**config.mk**
```make
export PLATFORM = sky130hd
export DESIGN_NAME = fdivsqrt_r4ctrl
export DESIGN_NICKNAME = d
export VERILOG_FILES = /design/src/rtl/fdivsqrt_r4ctrl.sv
export SDC_FILE = /design/constraint.sdc
export NUM_CORES = 1
export LEC_CHECK = 0
export ABC_AREA = 1
export ABC_CLOCK_PERIOD_IN_PS = 2290
export BUFFER_PORTS_ARGS = -buffer_cell sky130_fd_sc_hd__buf_2
export CAP_MARGIN = 30
export CORE_MARGIN = 3
export CORE_UTILIZATION = 45
export DETAILED_ROUTE_END_ITERATION = 7
export PLACE_DENSITY = 0.65
export SETUP_SLACK_MARGIN = 0.05
export SLEW_MARGIN = 20
export SYNTH_ARGS = -nofsm -noshare
export SYNTH_HDL_FRONTEND = slang
export SYNTH_SLANG_ARGS = --single-unit
```
**constraint.sdc**
```tcl
create_clock -name clk -period 2.29 [get_ports clk]
set_clock_uncertainty 0.2 [all_clocks]
set_input_delay 0.229 -clock clk [delete_from_list [all_inputs] [get_ports clk]]
set_output_delay 0.229 -clock clk [all_outputs]
set_load 0.01 [all_outputs]
```
**src/rtl/fdivsqrt_r4ctrl.sv**
```systemverilog
// fdivsqrt_r4ctrl: radix-4 div/sqrt iteration sequencer (IDLE/BUSY/DONE).
// Ports: req_* accept handshake, iter_en/init/first_iter drive datapath, done_* result handshake.
module fdivsqrt_r4ctrl #(
  parameter int CYCW = 6
) (
  input  logic            clk,
  input  logic            resetn,
  input  logic            req_valid,
  output logic            req_ready,
  input  logic            sqrt_i,
  input  logic [CYCW-1:0] cycles_i,
  input  logic            special_i,
  input  logic            early_stop_i,
  input  logic            flush,
  output logic            init,
  output logic            iter_en,
  output logic            first_iter,
  output logic            sqrt_q,
  output logic            busy,
  output logic            done_valid,
  input  logic            done_ready,
  output logic            special_q,
  output logic            early_q
);

  typedef enum logic [1:0] {
    S_IDLE = 2'd0,
    S_BUSY = 2'd1,
    S_DONE = 2'd2
  } st_e;

  st_e             st_q, st_d;
  logic [CYCW-1:0] cnt_q, cnt_d;
  logic [CYCW-1:0] ld_q, ld_d;
  logic            fi_q, fi_d;
  logic            sq_d, sp_d, ea_d;
  logic            in_idle, in_busy, in_done;

  assign in_idle = (st_q == S_IDLE);
  assign in_busy = (st_q == S_BUSY);
  assign in_done = (st_q == S_DONE);

  assign req_ready  = in_idle & ~flush;
  assign init       = req_valid & req_ready;
  assign iter_en    = in_busy & ~flush;
  assign first_iter = in_busy & fi_q
                    & (cnt_q == ld_q);
  assign busy       = ~in_idle;
  assign done_valid = in_done & ~flush;

  always_comb begin
    st_d  = st_q;
    cnt_d = cnt_q;
    ld_d  = ld_q;
    fi_d  = fi_q;
    sq_d  = sqrt_q;
    sp_d  = special_q;
    ea_d  = early_q;
    if (flush) begin
      st_d = S_IDLE;
      fi_d = 1'b0;
    end else begin
      unique case (st_q)
        S_IDLE: begin
          if (init) begin
            sq_d = sqrt_i;
            sp_d = special_i;
            ea_d = 1'b0;
            fi_d = 1'b1;
            if (special_i || (cycles_i == '0)) begin
              st_d = S_DONE;
            end else begin
              st_d  = S_BUSY;
              cnt_d = cycles_i;
              ld_d  = cycles_i;
            end
          end
        end
        S_BUSY: begin
          fi_d = 1'b0;
          // Saturate at 1 so the last-cycle test stays valid.
          if (cnt_q > CYCW'(1)) begin
            cnt_d = cnt_q - CYCW'(1);
          end
          if (cnt_q <= CYCW'(1)) begin
            st_d = S_DONE;
          end else if (early_stop_i) begin
            st_d = S_DONE;
            ea_d = 1'b1;
          end
        end
        S_DONE: begin
          if (done_ready) begin
            st_d = S_IDLE;
          end
        end
        default: st_d = S_IDLE;
      endcase
    end
  end

  always_ff @(posedge clk or negedge resetn) begin
    if (!resetn) begin
      st_q      <= S_IDLE;
      cnt_q     <= '0;
      ld_q      <= '0;
      fi_q      <= 1'b0;
      sqrt_q    <= 1'b0;
      special_q <= 1'b0;
      early_q   <= 1'b0;
    end else begin
      st_q      <= st_d;
      cnt_q     <= cnt_d;
      ld_q      <= ld_d;
      fi_q      <= fi_d;
      sqrt_q    <= sq_d;
      special_q <= sp_d;
      early_q   <= ea_d;
    end
  end

endmodule

```
### Word level (Yosys, flattened, before mapping)

Index checks and enable logic that the tools add are counted.

* bits in registers: 18
* latch bits: 0
* bits in writable memories: 0
* bits in read-only memories: 0
* bits of input ports: 14
* output and inout port bits: 9
* word-level logic and storage cells: 59
* memories: 0

* $add $sub $neg: 1
* multipliers: 0
* div/mod/pow operators: 0
* magnitude comparators: 2
* equal/unequal tests: 11
* shifts and indexed selects: 0
* muxes and demuxes: 18
* bitwise operators: 9
* reductions and logical operators: 11

Operators by type and width (number)
* 6-bit two-way mux: 3
* 2-bit two-way mux: 6
* 6-bit case mux with 2 select lines: 1
* 5-bit AND reduction: 2
* 2-bit != test (second input constant): 4
* 1-bit AND: 6
* 6-bit == test: 1
* 6-bit by 1-bit > comparator with 1-bit output (second input constant): 1
* 6-bit by 1-bit less-or-equal comparator with 1-bit output (second input constant): 1
* 6-bit zero test: 1
* 3-bit != test (second input constant): 2
* 2-bit case mux with 3 select lines: 1
* 3-bit AND reduction: 2
* 6-bit by 1-bit subtractor with 6-bit output (second input constant): 1
* 1-bit two-way mux: 5
* 4-bit by 3-bit != test with 1-bit output (second input constant): 1
* 1-bit case mux with 2 select lines: 2
* 4-bit AND reduction: 1
* 1-bit inverter: 3
* 3-bit nonzero test: 1
* 2-bit by 1-bit == test with 1-bit output (second input constant): 1
* 2-bit == test (second input constant): 1
* 2-bit zero test: 1
* 2-bit by 1-bit != test with 1-bit output (second input constant): 1
* 3 further kinds: 3

### Depth between registers and ports, before layout

* depth after elaboration: 6
* mapped depth: 10
* depth with buffers taken out: 10

### Worst setup path before layout

Ideal clock, no wire load.

* path type: reg2reg
* from: register cnt_q[0]
* to: register cnt_q[2]
* library setup time: 0.116 ns
* arrival time: 1.352 ns
* required time: 1.974 ns
* slack: 0.621 ns
* stages on the path, launching flop included: 11
* path buffers: 0
* clock period less this slack: 1.669 ns
* path through: dfrtp_1 -> clkinv_1 -> ha_1 -> inv_1 -> nand2_1 -> nand3_1 -> nor2_1 -> nor2_1 -> nand2_1 -> nand2_1 -> nand2_1

* cells in the longest elaborated chain, start to end: 3
* elaborated cells between the ends (all ways): 6
* classes of those cells: 1 x add/sub; 1 x order compare; 1 x eq/ne; 2 x mux; 1 x reduce/logical

RTL lines
* start: declaration: RTL line 33 `logic [CYCW-1:0] cnt_q, cnt_d;`
* start signal: assignment: RTL line 113 `cnt_q <= cnt_d;`
* 6-bit by 1-bit subtractor with 6-bit output / 6-bit by 1-bit > comparator with 1-bit output (equally long branches): RTL line 83, 82
* 6-bit two-way mux / 2-bit by 1-bit != test with 1-bit output (equally long branches)
* 6-bit case mux with 2 select lines / 5-bit AND reduction (equally long branches)

Parallel ways exist; a longest one is shown, timed or not. The select of a mux whose other input is x is not followed.
A chain may end at the register's enable or synchronous reset.

### Final worst setup path

* from: register cnt_q[2]
* to: output port first_iter

* cells in the longest elaborated chain, start to end: 2

RTL lines
* 6-bit == test: RTL line 47 `& (cnt_q == ld_q);`
* 1-bit AND: RTL line 47
* end: declaration: RTL line 17 `output logic first_iter,`

Every way passes these cells.

==> summary.md <==
| Metric | Value |
|---|---|
| Status | `complete, no violations` |
| Routed len/inst | `11.21 µm` |
| Minimum clock period | `a little under 2 ns` |
| 1st-iter DRT viols | `54` |
| First drt pass iteration count | `4` |
| Antenna Cells | `0` |
| Crit. End Element | `output pin` |
| Number of port buffers | `22` |
| Initial antenna violation count | `0` |
| WHS Path Cells | `3` |
| Syn. warnings | `0` |
| Die W | `57.59 µm` |
| Final Wtd Congestion | `around 0.9` |
| Avg Inst Size Synth | `7.127 µm²` |
| Final setup margin | `0.3365 ns` |
| Post-synthesis async set-or-reset flop share | `1.000` |
| Post-Syn Nets | `184` |
| Via density | `4.798` |
| Worst hold slack | `0.007261 ns` |
| Leading area contributor after synthesis | `dfrtp_1` |
| Sequential-to-total area share from yosys stat | `0.3762` |
| Num Clock Sinks | `18` |
| Antenna-violating nets left | `0` |
| Ys flop type | `dfrtp_1` |
| Critical Path Start Type | `flop` |
| First-pass GRT wire length | `4374 µm` |
| Area share of the largest cell type after synthesis | `0.3762` |
| Max VDD drop | `0.0006341 V` |
| Post-DP HPWL | `1967 µm` |
| Setup_tns | `0 ns` |
| Via Count | `~1.1k` |
| Largest cells by area after synthesis | `dfrtp_1 (38%), nand2_1 (18%), inv_1 (7.2%), nor2_1 (6.0%), o21ai_2 (4.4%)` |
| # rows | `18` |
| Leak pwr | `0.0008027 µW` |
| Worst hold path class | `input pin to flop` |
| Post-Syn Area | `1197 µm²` |
| Cells after synthesis | `168` |
| # setup viols final | `0` |
| Die H | `57.59 µm` |
| Worst R2R Path Depth | `10` |
| Hold Fails Final Rpt | `0` |
| Die Area | `3316 µm²` |
| Overall power | `roughly 1200 µW` |
| Setup CP Type | `flop to output pin` |
| Slew @ Worst Pin | `around 0.41 ns` |
| TritonCTS clock tree | `built` |
| Max Clk Rate | `511.9 MHz` |
| Global route total overflow | `0` |
| Pins Over Slew Limit | `0` |
| Final WL | `2555 µm` |
| Seq cells post-synth | `18` |
| DRC | `0` |
| Share of cells above drive strength 1 | `0.2323` |
| Clock root cell | `clkbuf_4` |
| Area Growth Syn to Fin | `18.29%` |
| Core footprint | `2500 µm²` |
| RSZ-0062 raised after global routing | `no` |
| CP max FO | `6` |
| EDFF count, synth | `0` |
| Largest net degree at the start of global routing | `19` |
| Maximum clock path buffer count | `2` |
| Final Cycle Share | `0.8530` |
| WP data required | `1.86 ns` |
| Clk slew on worst S/H paths | `0.10 ns` |
| Crit path arrival time | `1.52 ns` |
| GRT Resource Usage Total | `0.1721` |
| Normalized max-slew margin | `0.7276` |
| PwrDens | `840.4 nW/µm²` |
| Number of CTS-inserted buffers | `3` |
| Vias in the first global route | `975` |
| Starting Density | `0.4790` |
| Max-Cap Viols | `0` |
| Count leader, synth | `nand2_1` |
| Nets | `216` |
| H-tree levels | `1` |
| I/O pin count | `23` |
| Dpl ws | `0.4115 ns` |
| Commonest cells post-synth | `nand2_1 (56), inv_1 (23), nor2_1 (19), dfrtp_1 (18), nand3_1 (7)` |
| Skew-Pair Late Insertion Delay | `0.29 ns` |
| Netlist cell types | `25` |
## layer usage
metal | share of wire | track usage | wire (µm) | vias to the layer above
met5 | 0 | 0 | 0 | -
met4 | 0.014 | 0.06954 | 37 | 0
met3 | 0.043 | 0.04072 | 110 | 4
met2 | 0.44 | 0.2355 | 1131 | 25
met1 | 0.50 | 0.2582 | 1276 | 484
li1 | - | - | - | 581
## critical path, stage by stage, from the launching register on
cell and delay (ns):
dfrtp_1 0.47, inv_1 0.10, nand2_1 0.07, nand2_1 0.05, nor3_1 0.17, nand4_1 0.13, nor2_1 0.11, buf_2 0.13
## worst paths after layout
kind                        startpoint    endpoint  slack [ns]
hold reg to reg                 sqrt_q      sqrt_q        0.30
min in group asynchronous       resetn     ld_q[5]        0.18
max in group asynchronous       resetn     early_q        1.42
setup / recovery              cnt_q[2]  first_iter        0.34
hold / removal             cycles_i[2]     ld_q[2]       0.007
setup reg to reg              cnt_q[0]    cnt_q[5]        0.37
## logic make-up (layout without fill, tap and decap cells)
kind of cell,count (synthesis),in the layout,synth area share
AO/OA/AOI/OAI,18,18,0.09822
AND/OR/NAND/NOR,99,99,0.3856
XOR/XNOR,3,3,0.02195
adder cells (fa/ha/maj),2,2,0.02090
buffers and inverters,28,58,0.09718
flip-flops,18,18,0.3762
## flip-flops by register name (all words and copies together), names as in the netlist
signal and count:
ld_q 6, st_q 2, fi_q 1, cnt_q 6, sqrt_q 1, special_q 1
early_q 1
## power breakdown
part	leakage, µW	internal [µW]	switching (µW)
Sequential	0.000229	410	114
Clock	0.0000138	61.3	95.3
Combinational	0.000560	214	295
Total	0.000803	685	505
## per-stage QoR
step	instance area, µm²	cells	utilization
floorplan	1197	168	-
global placement	1334	219	0.5335
detailed placement	1334	219	0.5335
CTS	1416	228	0.5666
global route	1416	228	0.5666
finish	1416	228	0.5666
## timing repair
| action | in CTS | in global routing |
|---|---|---|
| setup buffers | 0 | 0 |
| hold buffers | 6 | 0 |
| hold endpoints to repair | 23 | 0 |
| resized for setup | 0 | 0 |
## cell type report
cell class / instances / area, µm²
Sequential cell: 18 / 450.4
Multi-Input combinational cell: 122 / 630.6
Tap cell: 30 / 37.54
Timing Repair Buffer: 29 / 177.7
Inverter: 26 / 97.59
Fill cell: 226 / 1084
Clock buffer: 3 / 22.52
## cells in the final DEF, fill, tap and decap left out
cell type,instances
o21ai_0,6
nor2_8,1
nand3_1,7
buf_2,22
ha_1,2
nand3_4,1
o21ai_1,3
xnor2_1,3
buf_4,1
nand2_2,4
inv_1,23
or2_2,1
a21oi_1,2
nor2_1,19
clkinv_1,1
o211a_1,1
nor2_2,2
o21ai_2,6
nor3_1,1
nand4_1,4
nand2_4,1
nor2_4,2
nand2_1,56
dlygate4sd3_1,6
clkbuf_4,3
dfrtp_1,18
inv_2,2
Power figures use the tool's default switching activity.
